--- config.mk ---
export PLATFORM = sky130hd
export DESIGN_NAME = nibble_add_scheduler
export DESIGN_NICKNAME = d
export VERILOG_FILES = /design/src/rtl/nibble_add_scheduler.sv
export SDC_FILE = /design/constraint.sdc
export NUM_CORES = 1
export LEC_CHECK = 0
export CORE_ASPECT_RATIO = 1.1
export CORE_UTILIZATION = 52
export DETAILED_ROUTE_END_ITERATION = 10
export GPL_ROUTABILITY_DRIVEN = 0
export PLACE_DENSITY = 0.84
export SLEW_MARGIN = 10
export SYNTH_ARGS = -nofsm -noshare
export SYNTH_HDL_FRONTEND = slang
export SYNTH_SLANG_ARGS = --single-unit
--- constraint.sdc ---
create_clock -name clk -period 7.1 [get_ports clk]
set_input_delay 1.42 -clock clk [delete_from_list [all_inputs] [get_ports clk]]
set_output_delay 1.42 -clock clk [all_outputs]
set_load 0.02 [all_outputs]
--- src/rtl/nibble_add_scheduler.sv ---
// Two-requester wide adder that time-shares one 4-bit parallel_adder,
// rippling the carry through a register one nibble per cycle, LSB first.

module parallel_adder (
  input  logic [3:0] in1,
  input  logic [3:0] in2,
  input  logic       carry_in,
  output logic [3:0] sum,
  output logic       carry_out
);
  assign {carry_out, sum} = 5'(in1) + 5'(in2) + 5'(carry_in);
endmodule

module nibble_add_scheduler #(
  parameter int unsigned NIBBLES = 4
) (
  input  logic                 clk,
  input  logic                 rst_n,
  input  logic                 req0_valid,
  output logic                 req0_ready,
  input  logic [4*NIBBLES-1:0] req0_a,
  input  logic [4*NIBBLES-1:0] req0_b,
  input  logic                 req0_cin,
  input  logic                 req1_valid,
  output logic                 req1_ready,
  input  logic [4*NIBBLES-1:0] req1_a,
  input  logic [4*NIBBLES-1:0] req1_b,
  input  logic                 req1_cin,
  output logic                 res_valid,
  input  logic                 res_ready,
  output logic [4*NIBBLES-1:0] res_sum,
  output logic                 res_cout,
  output logic                 res_id
);
  localparam int unsigned W  = 4 * NIBBLES;
  localparam int unsigned IW = (NIBBLES > 1) ? $clog2(NIBBLES) : 1;

  typedef enum logic [1:0] {IDLE, ADD, DONE} state_t;

  state_t        state;
  logic [IW-1:0] idx;
  logic          c;
  logic          owner;
  logic          last;
  logic [W-1:0]  a_q;
  logic [W-1:0]  b_q;
  logic [W-1:0]  s_q;

  logic          grant0;
  logic          grant1;
  logic [3:0]    nib_a;
  logic [3:0]    nib_b;
  logic [3:0]    add_sum;
  logic          add_cout;

  // Ties go to the requester that was not served last; ready is masked in reset.
  always_comb begin
    grant0     = req0_valid && (!req1_valid || last);
    grant1     = req1_valid && (!req0_valid || !last);
    req0_ready = rst_n && (state == IDLE) && grant0;
    req1_ready = rst_n && (state == IDLE) && grant1;
  end

  always_comb begin
    nib_a = '0;
    nib_b = '0;
    for (int unsigned n = 0; n < NIBBLES; n++) begin
      if (idx == IW'(n)) begin
        nib_a = a_q[n*4 +: 4];
        nib_b = b_q[n*4 +: 4];
      end
    end
  end

  parallel_adder u_adder (
    .in1      (nib_a),
    .in2      (nib_b),
    .carry_in (c),
    .sum      (add_sum),
    .carry_out(add_cout)
  );

  always_ff @(posedge clk or negedge rst_n) begin
    if (!rst_n) begin
      state <= IDLE;
      idx   <= '0;
      c     <= 1'b0;
      owner <= 1'b0;
      last  <= 1'b1;
      a_q   <= '0;
      b_q   <= '0;
      s_q   <= '0;
    end else begin
      case (state)
        IDLE: begin
          if (req0_ready || req1_ready) begin
            a_q   <= req1_ready ? req1_a   : req0_a;
            b_q   <= req1_ready ? req1_b   : req0_b;
            c     <= req1_ready ? req1_cin : req0_cin;
            owner <= req1_ready;
            last  <= req1_ready;
            idx   <= '0;
            state <= ADD;
          end
        end
        ADD: begin
          for (int unsigned n = 0; n < NIBBLES; n++) begin
            if (idx == IW'(n)) s_q[n*4 +: 4] <= add_sum;
          end
          c <= add_cout;
          if (idx == IW'(NIBBLES - 1)) state <= DONE;
          else                         idx   <= idx + 1'b1;
        end
        DONE: begin
          if (res_ready) state <= IDLE;
        end
        default: state <= IDLE;
      endcase
    end
  end

  assign res_valid = (state == DONE);
  assign res_sum   = s_q;
  assign res_cout  = c;
  assign res_id    = owner;
endmodule

# Word level (Yosys, flattened, before mapping)
# Cells that the tools add are included.
# classes
bitwise	0
reduce_logical	22
n_mux	20
div	0
magnitude_cmp	0
n_addsub	3
shift	0
mul	0
n_eq_ne	9
# ops
cell	count
16-bit two-way mux	2
4-bit two-way mux	8
2-bit AND reduction	6
2-bit two-way mux	5
2-bit == test (second input constant)	3
2-bit one-hot mux with 3 select lines	1
3-bit AND reduction	2
4-bit by 4-bit adder with 5-bit output	1
5-bit by 1-bit adder with 5-bit output	1
1-bit logical AND	5
2-bit by 1-bit == test with 1-bit output (second input constant)	2
2-bit logical NOT	2
2-bit by 1-bit != test with 1-bit output (second input constant)	2
2-bit != test (second input constant)	2
2-bit one-hot mux with 2 select lines	1
1-bit logical NOT	3
1-bit logical OR	3
2-bit by 1-bit adder with 2-bit output (second input constant)	1
1-bit two-way mux	2
1-bit one-hot mux with 2 select lines	1
2-bit nonzero test	1
# word_totals
register_bits	55
latch_bits	0
romBits	0
word_cells	65
memories	0
mem_bits_rw	0

# Longest topological paths before layout
# Gate-level depths: netlist of the first run.
# logic_depth
word_depth	8
depth_mapped	11
ltp_nobuf	10

# Cells and area by module
# A second synthesis of the first run with hierarchy kept.
# hier_totals
cells_unflattened	329
hier_area_um2	3330.7
# by_module_without_submodules
mod	seq_area_each_um2	area_per_inst_um2	instances	cells_each
nibble_add_scheduler	1377.6	3186.8	1	313
parallel_adder	0.0	143.9	1	16

# Worst setup path before layout of the first run
# No wires, ideal clock.
# synth_path
path_kind	in2out
start	in req0_valid
end	out req1_ready
path_slack_ns	3.218
stages	6
path_buffers	3
arrival_ns	2.462
cell_sequence	clkbuf_1 > a21bo_2 > clkbuf_1 > or2_1 > buf_2 > inv_1
# synth_via
elab_chain_len	4
# synth_rtl
element	line_no	source
start, declared	19	input logic req0_valid,
1-bit logical NOT	59	grant1 = req1_valid && (!req0_valid || !last);
1-bit logical OR	59	
1-bit logical AND	59	
1-bit logical AND	61	req1_ready = rst_n && (state == IDLE) && grant1;
end, declared	25	output logic req1_ready,
# Every way passes these cells.

# Worst setup path after layout of the first run
# Ends and elaborated chain as after synthesis.

==> out/qor.yml, run 1 <==
antenna_cells: 0
dr.pass1.iters: 4
yosys_register_bits: 55
r2r_end: "res_cout$_DFFE_PN0P_"
grt_pass1_wl_mm: 14.43
htreeDepth: 2
track_usage: 0.2815
cp-end-kind: "output pin"
setup_viol: 0
cp_slowest_stage_delay_ps: 640
cp_num_buf_inv: 5
drc: 0
synth_cell_types: 37
nNetsFinal: 479
final_hold_viol_count: 0
syn_inst: 335
ant_nets: 0
cts_resized: 0
core_um2: 5806
fin_skew_ps: 6.289
final_common_cell: "clkdlybuf4s50_1"
die_area_um2: 6409
cpLargestDelayFamily: "buffers and inverters"
cp-start-kind: "input port"
dpl.hpwl_mm: 5.827
path_class: "input port to output pin"
avgRoutedWirePerCell_um: 17.73
grt_pass1_vias: 2978
path_cells: "clkdlybuf4s50_1, buf_4, a21bo_2, or2_1, buf_4, inv_1, clkdlybuf4s50_1"
cp_data_arrival_time_ps: 4050
slew_headroom: 0.3476
cts_setup_buffers: 0
cellLeakagePower_uw: 0.001589
avgViaCountPerCell: 6.423
grt_max_degree: 67
initial_core_util: 0.5457
drv_cap: 0
drt_iter0_drc: 179
totalWireLength_mm: 8.457
cts_root_buf: "clkbuf_8"
vias: 3064
power_density_nw_per_um2: 450.6
clkLatencyLatePin_ps: 310
cts_made_buffers: 5
crit_end: "req1_ready"
row_count: 29
async_flop_share: 1.000
fin_crit_ps: 5475
drive_gt1_frac: 0.07500
stdcell_count: 477
synth_edf_count: 0
status: "complete, no violations"
synth_nets: 415
worst-path-stages: 7
drv_slew: 0
dp_cells: 469
avgSynthCellArea_um2: 9.457
r2r_cells: 10
grt_overflow: 0
whs_ps: 488.3
holdCritPathClass: "flop to flop"
cts_tree: "done"
synth-warning-count: 0
die_y_um: 83.87
area_growth_pct: 31.08
tightest_slew_ps: 977.5
required_ps: 5680
antenna_found_initial: 0
reg2reg_from: "idx[1]$_DFFE_PN0P_"
peakVddDrop_mv: 0.2124
ctsLongestPathBuffers: 2
max_freq_ghz: 0.1827
r2r_slack_ps: 3850
cp_slowest_cell: "a21bo_2"
cts.reportedPaths.clkPinSlew_ps: 100
timing.final.crit_share: 0.7711
io_pins: 92
ctsHoldBuffers: 0
rsz0062_at_grt: "no"
startpoint: "req0_valid"
io_buffer_count: 91
layout_common_cells: "clkdlybuf4s50_1 (90), dfrtp_1 (54), o31ai_1 (43)"
syn-cell-area_um2: 3168
ys_seq_area_frac: 0.4348
critical_path.max_fanout: 36
finalSetupTns_ps: 0
dominantRegCellSynth: "dfrtp_1"
cts.sinks: 55
dieWidth_um: 76.42
-- power by group --
| part | switching (uW) | internal (uW) |
|---|---|---|
| Combinational | 598 | 470 |
| Sequential | 110 | 480 |
| Clock | 107 | 106 |
| Total | 815 | 1060 |
-- per-stage QoR --
| stage | instance area [um2] | worst slack [ps] | util | power (uW) |
|---|---|---|---|---|
| floorplan | 3168 | 3218 | - | 1318 |
| global placement | 4038 | 1716 | 0.6955 | 1606 |
| detailed placement | 4038 | 1666 | 0.6955 | 1654 |
| CTS | 4153 | 1650 | 0.7153 | 1868 |
| global route | 4153 | 1473 | 0.7153 | 2018 |
| finish | 4153 | 1625 | 0.7153 | 1871 |
-- logic make-up (layout without fill, tap and decap cells) --
family,Yosys count,in the layout,synth area share
mux,9,9,0.03199
compound gates,105,105,0.2334
xor+xnor,1,1,0.002765
flops,55,55,0.4348
simple gates,106,106,0.1848
buf+inv,50,115,0.07188
fa+ha+maj,9,9,0.04028
-- metal layers --
layer  vias to the layer above  global-route usage  part of all wire
met5                         -                   0                 0
li1                       1416                   -                 -
met1                      1478              0.3728              0.41
met3                        16             0.04809             0.072
met2                       154              0.4783              0.50
met4                         0             0.07168             0.014
-- Yosys cell counts (all sizes together) (2+ instances only) --
library cell	n	area share
ha	7	0.028
buf	7	0.021
o31ai	43	0.10
nand3b	4	0.0095
inv	9	0.011
nand4	32	0.063
a21oi	2	0.0032
fa	2	0.013
nor3	34	0.054
nor2	2	0.0024
nor2b	9	0.018
a31oi	32	0.063
mux2	9	0.032
nand2b	2	0.0039
o21ai	8	0.013
a21o	5	0.012
clkbuf	34	0.040
dfrtp	54	0.43
a221oi	7	0.019
nand2	17	0.020
-- state kept, by name, indices dropped and copies added, names as in the netlist --
signal / cells
a_q: 16
b_q: 16
res_sum: 16
idx: 2
state: 2
last: 1
res_cout: 1
res_id: 1
-- worst register-to-register path, stage by stage, from the launching register on --
cell	delay (ps)
dfrtp_1	450
inv_1	100
ha_1	410
nor2b_1	240
a221oi_1	360
o31ai_1	160
fa_1	460
fa_1	410
a21o_1	200
a211oi_1	230
a2111oi_0	110
-- worst min-delay path by stage --
stage	end	start	cells after the start
detailed placement	res_sum[15]$_DFFE_PN0P_	res_sum[15]$_DFFE_PN0P_	2
floorplan	last$_DFFE_PN1P_	last$_DFFE_PN1P_	1
CTS	res_sum[15]$_DFFE_PN0P_	res_sum[15]$_DFFE_PN0P_	2
global placement	res_sum[2]$_DFFE_PN0P_	res_sum[2]$_DFFE_PN0P_	2
finish	res_sum[10]$_DFFE_PN0P_	res_sum[10]$_DFFE_PN0P_	2
global route	res_sum[15]$_DFFE_PN0P_	res_sum[15]$_DFFE_PN0P_	2
-- layout make-up --
| type | instances | area (um2) |
|---|---|---|
| Timing Repair Buffer | 98 | 958.4 |
| Tap cell | 77 | 96.34 |
| Multi-Input combinational cell | 230 | 1572 |
| Clock buffer | 5 | 68.82 |
| Sequential cell | 55 | 1378 |
| Fill cell | 462 | 1653 |
| Inverter | 9 | 33.78 |
| Clock inverter | 3 | 46.29 |
(Power assumes the default switching activity.)
==> run 2: changes to the inputs <==
Settings changed: CORE_UTILIZATION 52 to 43, PLACE_DENSITY 0.84 to 0.73.
Clock period 7.1 ns to 4.6 ns, I/O delays scaled along.
==> run 2 against run 1 <==
The flow now finishes with violations (DRC). Non-clock buffer count increased by 1. Wire length rose by 0.46%. Global-route usage down 4.8 points. Critical path depth down 1. Flip-flop and latch count stayed put. Final area hardly changed. Clock power increased by 35%. Critical endpoint unchanged.
==> out/qor.yml, run 2 (synthesized netlist as in run 1, its figures left out) <==
status: "finished, violations left"
violations: "DRC"
totalWireLength_mm: 8.496
p_comb_frac: 0.576
avgRoutedWirePerCell_um: 17.48
fin_skew_ps: 16.25
setup_viol: 0
antenna_cells: 0
cts.reportedPaths.clkPinSlew_ps: 110
multi_input_area_um2: 1572
p_sw_uw: 1258
initial_core_util: 0.4470
ctsHoldBuffers: 0
grt_pass1_wl_mm: 14.30
grt_max_degree: 67
rsz0062_at_grt: "no"
antenna_found_initial: 0
required_ps: 3680
ant_nets: 0
avgViaCountPerCell: 6.004
cts_tree: "done"
clkLatencyLatePin_ps: 330
die_y_um: 92.03
peakVddDrop_mv: 0.3406
whs_ps: 487.8
power_density_nw_per_um2: 683.7
nFillCells: 654
row_count: 32
reg2reg_from: "idx[1]$_DFFE_PN0P_"
drv_cap: 0
ctsLongestPathBuffers: 2
holdCritPathClass: "flop to flop"
nNetsFinal: 480
htreeDepth: 2
cp-start-kind: "input port"
startpoint: "req1_valid"
max_freq_ghz: 0.2644
dieWidth_um: 83.84
die_area_um2: 7715
slew_headroom: 0.1709
cp-end-kind: "output pin"
final_common_cell: "clkdlybuf4s50_1"
io_pins: 92
cts_setup_buffers: 0
cts_resized: 0
grt_pass1_vias: 2929
timing.final.crit_share: 0.8221
cts_made_buffers: 5
finalSetupTns_ps: 0
r2r_slack_ps: 1400
cp_data_arrival_time_ps: 2860
final_hold_viol_count: 0
layout_common_cells: "clkdlybuf4s50_1 (90), dfrtp_1 (54), o31ai_1 (43)"
stdcell_count: 486
core_um2: 7087
clockPowerShare: 0.101
cellLeakagePower_uw: 0.001588
switching_share: 0.4433
hold_start: "res_sum[14]$_DFFE_PN0P_"
grt_overflow: 0
drt_iter0_drc: 129
dpl.hpwl_mm: 5.933
path_class: "input port to output pin"
cts.sinks: 55
finalPower_uw: 2837
cts_root_buf: "clkbuf_8"
drv_slew: 0
drc: 8
dr.pass1.iters: 10
seqCellArea_um2: 1378
drive_gt1_frac: 0.07731
fin_crit_ps: 3782
critical_path.max_fanout: 33
area_growth_pct: 31.00
tightest_slew_ps: 1238
p_int_uw: 1580
track_usage: 0.2337
vias: 2918
dp_cells: 478
io_buffer_count: 91
power_frac_seq: 0.323
-- run 2: changes by cell type in the layout (fill, tap and decap cells not counted) --
cell        change
buf_4           +1
bufinv_16       -1
clkinv_4        +1
clkinvlp_4      -1
inv_6           +1
-- run 2: power by group through the flow --
stage               logic [uW]  clock network, uW  registers [uW]
CTS                       1640                295             915
detailed placement        1630                  0             925
global route              1820                311             948
global placement          1580                  0             920
floorplan                 1080                  0             955
finish                    1630                288             916
-- run 2: final timing paths --
check | end | depth (start not counted)
min reg2reg | res_sum[14]$_DFFE_PN0P_ | 2
max reg2reg | res_cout$_DFFE_PN0P_ | 10
max in group asynchronous | a_q[11]$_DFFE_PN0P_ | 2
min | res_sum[14]$_DFFE_PN0P_ | 2
min in group asynchronous | a_q[12]$_DFFE_PN0P_ | 2
max | req1_ready | 6
-- run 2: critical path, stage by stage --
cell and delay [ps]:
clkdlybuf4s50_1 500, a21bo_2 240, or2_1 200, buf_4 240
inv_1 130, clkdlybuf4s50_1 620
-- run 2: cell type report --
cell class | count | area share
multi-input cells | 230 | 0.3787
flip-flops and latches | 55 | 0.3319
repair buffers | 99 | 0.2327
well taps | 85 | 0.02563
clock buffers | 5 | 0.01658
inverters | 9 | 0.008140
clock inverters | 3 | 0.006331
-- run 2: metrics by stage --
stage | utilization | cell area (um2) | setup WS (ps)
2_1_floorplan | - | 3168 | 1718
3_3_place_gp | 0.5722 | 4055 | 844.9
3_5_place_dp | 0.5722 | 4055 | 830.4
4_1_cts | 0.5856 | 4150 | 822.3
5_1_grt | 0.5856 | 4150 | 740.7
6_report | 0.5856 | 4150 | 818.2
-- run 2: layer usage --
metal / up-vias / global-route usage / share of wire / wire (um)
li1: 1413 / - / - / -
met1: 1390 / 0.3262 / 0.44 / 3773
met2: 104 / 0.3764 / 0.48 / 4045
met3: 11 / 0.03780 / 0.065 / 549
met4: 0 / 0.06609 / 0.015 / 127
met5: - / 0 / 0 / 0
==> run 3: changes to the inputs <==
Clock period 4.6 ns to 3.23 ns, I/O delays scaled along.
==> run 3 against run 2 <==
Flip-flop and latch count unchanged. Largest cell class unchanged. Setup slack worse by 590 ps. Total power up 45%. Clock skew down 3.6 ps. Sequential power up 41%. Utilization up 0.41 points. The run still ends with DRC left. Combinational power up 45%. Critical path depth down 2. Sequential share of layout area down 0.23 points. Cell count up 0.21%.
==> out/qor.yml, run 3 (synthesized netlist as in run 1, its figures left out) <==
cts_root_buf: "clkbuf_8"
fin_crit_ps: 3004
final_common_cell: "clkdlybuf4s50_1"
power_density_nw_per_um2: 982.2
peakVddDrop_mv: 0.5052
whs_path_depth: 2
dp_cells: 480
grt_max_degree: 67
min_to: "res_sum[14]$_DFFE_PN0P_"
drive_gt1_frac: 0.08209
ctsLongestPathBuffers: 2
cp_slowest_cell: "clkdlybuf4s50_1"
rsz0062_at_grt: "no"
dr.pass1.iters: 8
slew_headroom: 0.3442
avgViaCountPerCell: 6.220
drv_slew: 0
r2r_slack_ps: 260
reg2reg_from: "idx[1]$_DFFE_PN0P_"
critical_path.max_fanout: 8
cts.sinks: 55
io_buffer_count: 91
holdCritPathClass: "flop to flop"
nFillCells: 630
cp-end-kind: "output pin"
whs_ps: 484.4
layout_common_cells: "clkdlybuf4s50_1 (90), dfrtp_1 (54), o31ai_1 (43)"
setup_viol: 0
totalWireLength_mm: 8.453
avgRoutedWirePerCell_um: 17.36
drc: 8
required_ps: 2580
tightest_slew_ps: 982.7
cpLargestDelayFamily: "simple AND/OR/NAND/NOR gates"
nNetsFinal: 482
cts_tree: "done"
cp_data_arrival_time_ps: 2360
drt_iter0_drc: 222
fin_skew_ps: 12.60
ant_nets: 0
path_cells: "or3b_2, or2_1, inv_1, clkdlybuf4s50_1"
r2r_cells: 10
cts.reportedPaths.clkPinSlew_ps: 100
antenna_found_initial: 0
clkLatencyLatePin_ps: 310
path_class: "flop to output pin"
grt_pass1_vias: 2924
track_usage: 0.2291
finalSetupTns_ps: 0
drv_cap: 0
area_growth_pct: 31.91
row_count: 32
vias: 3029
cts_made_buffers: 5
die_y_um: 92.03
cts_resized: 0
dieWidth_um: 83.84
max_freq_ghz: 0.3329
grt_overflow: 0
hold_start: "res_sum[14]$_DFFE_PN0P_"
final_hold_viol_count: 0
cellLeakagePower_uw: 0.001600
grt_pass1_wl_mm: 14.24
die_area_um2: 7715
ctsHoldBuffers: 0
stdcell_count: 487
cp_num_buf_inv: 2
r2r_end: "res_cout$_DFFE_PN0P_"
initial_core_util: 0.4470
htreeDepth: 2
cp-start-kind: "flop"
io_pins: 92
timing.final.crit_share: 0.9300
post-route-util: 0.5897
status: "finished, violations left"
cp_slowest_stage_delay_ps: 610
antenna_cells: 0
cts_setup_buffers: 0
core_um2: 7087
violations: "DRC"
dpl.hpwl_mm: 5.786
## run 3: cell types whose count changed in the layout (fill, tap and decap cells not counted), sizes merged
cell and change:
clkinvlp +1, buf +2, bufinv +1, inv -2
clkinv -1
## run 3: worst reg2reg max path, stage by stage (launching register included)
cell	delay (ps)
dfrtp_1	440
inv_1	90
ha_1	220
nor2b_2	210
a221oi_1	340
o31ai_1	160
fa_1	460
fa_1	410
a21o_1	190
a211oi_1	240
a2111oi_0	100
## run 3: worst max path at each step
stage	from	end	slack (ps)	cells past startpoint
final	state[0]$_DFFE_PN0P_	req1_ready	230	4
after global routing	state[0]$_DFFE_PN0P_	req1_ready	140	4
after CTS	state[0]$_DFFE_PN0P_	req1_ready	220	4
after detailed placement	req1_valid	req1_ready	260	5
after global placement	req1_valid	req1_ready	280	5
after floorplan	idx[1]$_DFFE_PN0P_	res_cout$_DFFE_PN0P_	540	11
## run 3: stage by stage
step / setup slack (ps) / cell area [um2] / power (uW)
after CTS: 218.2 / 4177 / 4109
after floorplan: 542.4 / 3168 / 2897
after global routing: 136.0 / 4179 / 4434
final: 226.1 / 4179 / 4104
after global placement: 280.6 / 4070 / 3581
after detailed placement: 258.5 / 4070 / 3656
## run 3: cell type report
cell class	instances	area, um2	share of cell area
multi-input combinational	230	1574	0.3766
sequential	55	1378	0.3296
timing repair buffer	101	980.9	0.2347
tap	85	106.4	0.02545
clock buffer	5	68.82	0.01647
clock inverter	2	37.54	0.008982
inverter	9	33.78	0.008084
## run 3: layer usage
metal / share of wire / wire length [um] / up-vias / GRT usage
li1: - / - / 1423 / -
met4: 0.0092 / 78 / 0 / 0.04885
met1: 0.44 / 3759 / 1482 / 0.3216
met3: 0.058 / 488 / 11 / 0.04050
met5: 0 / 0 / - / 0
met2: 0.49 / 4128 / 113 / 0.3723
## run 3: report_power, final
group	internal, uW	switching (uW)	total [uW]	leakage [uW]
logic	1050	1320	2370	0.000897
registers	1060	235	1290	0.000653
clock network	227	219	446	0.0000502
total	2330	1770	4100	0.00160
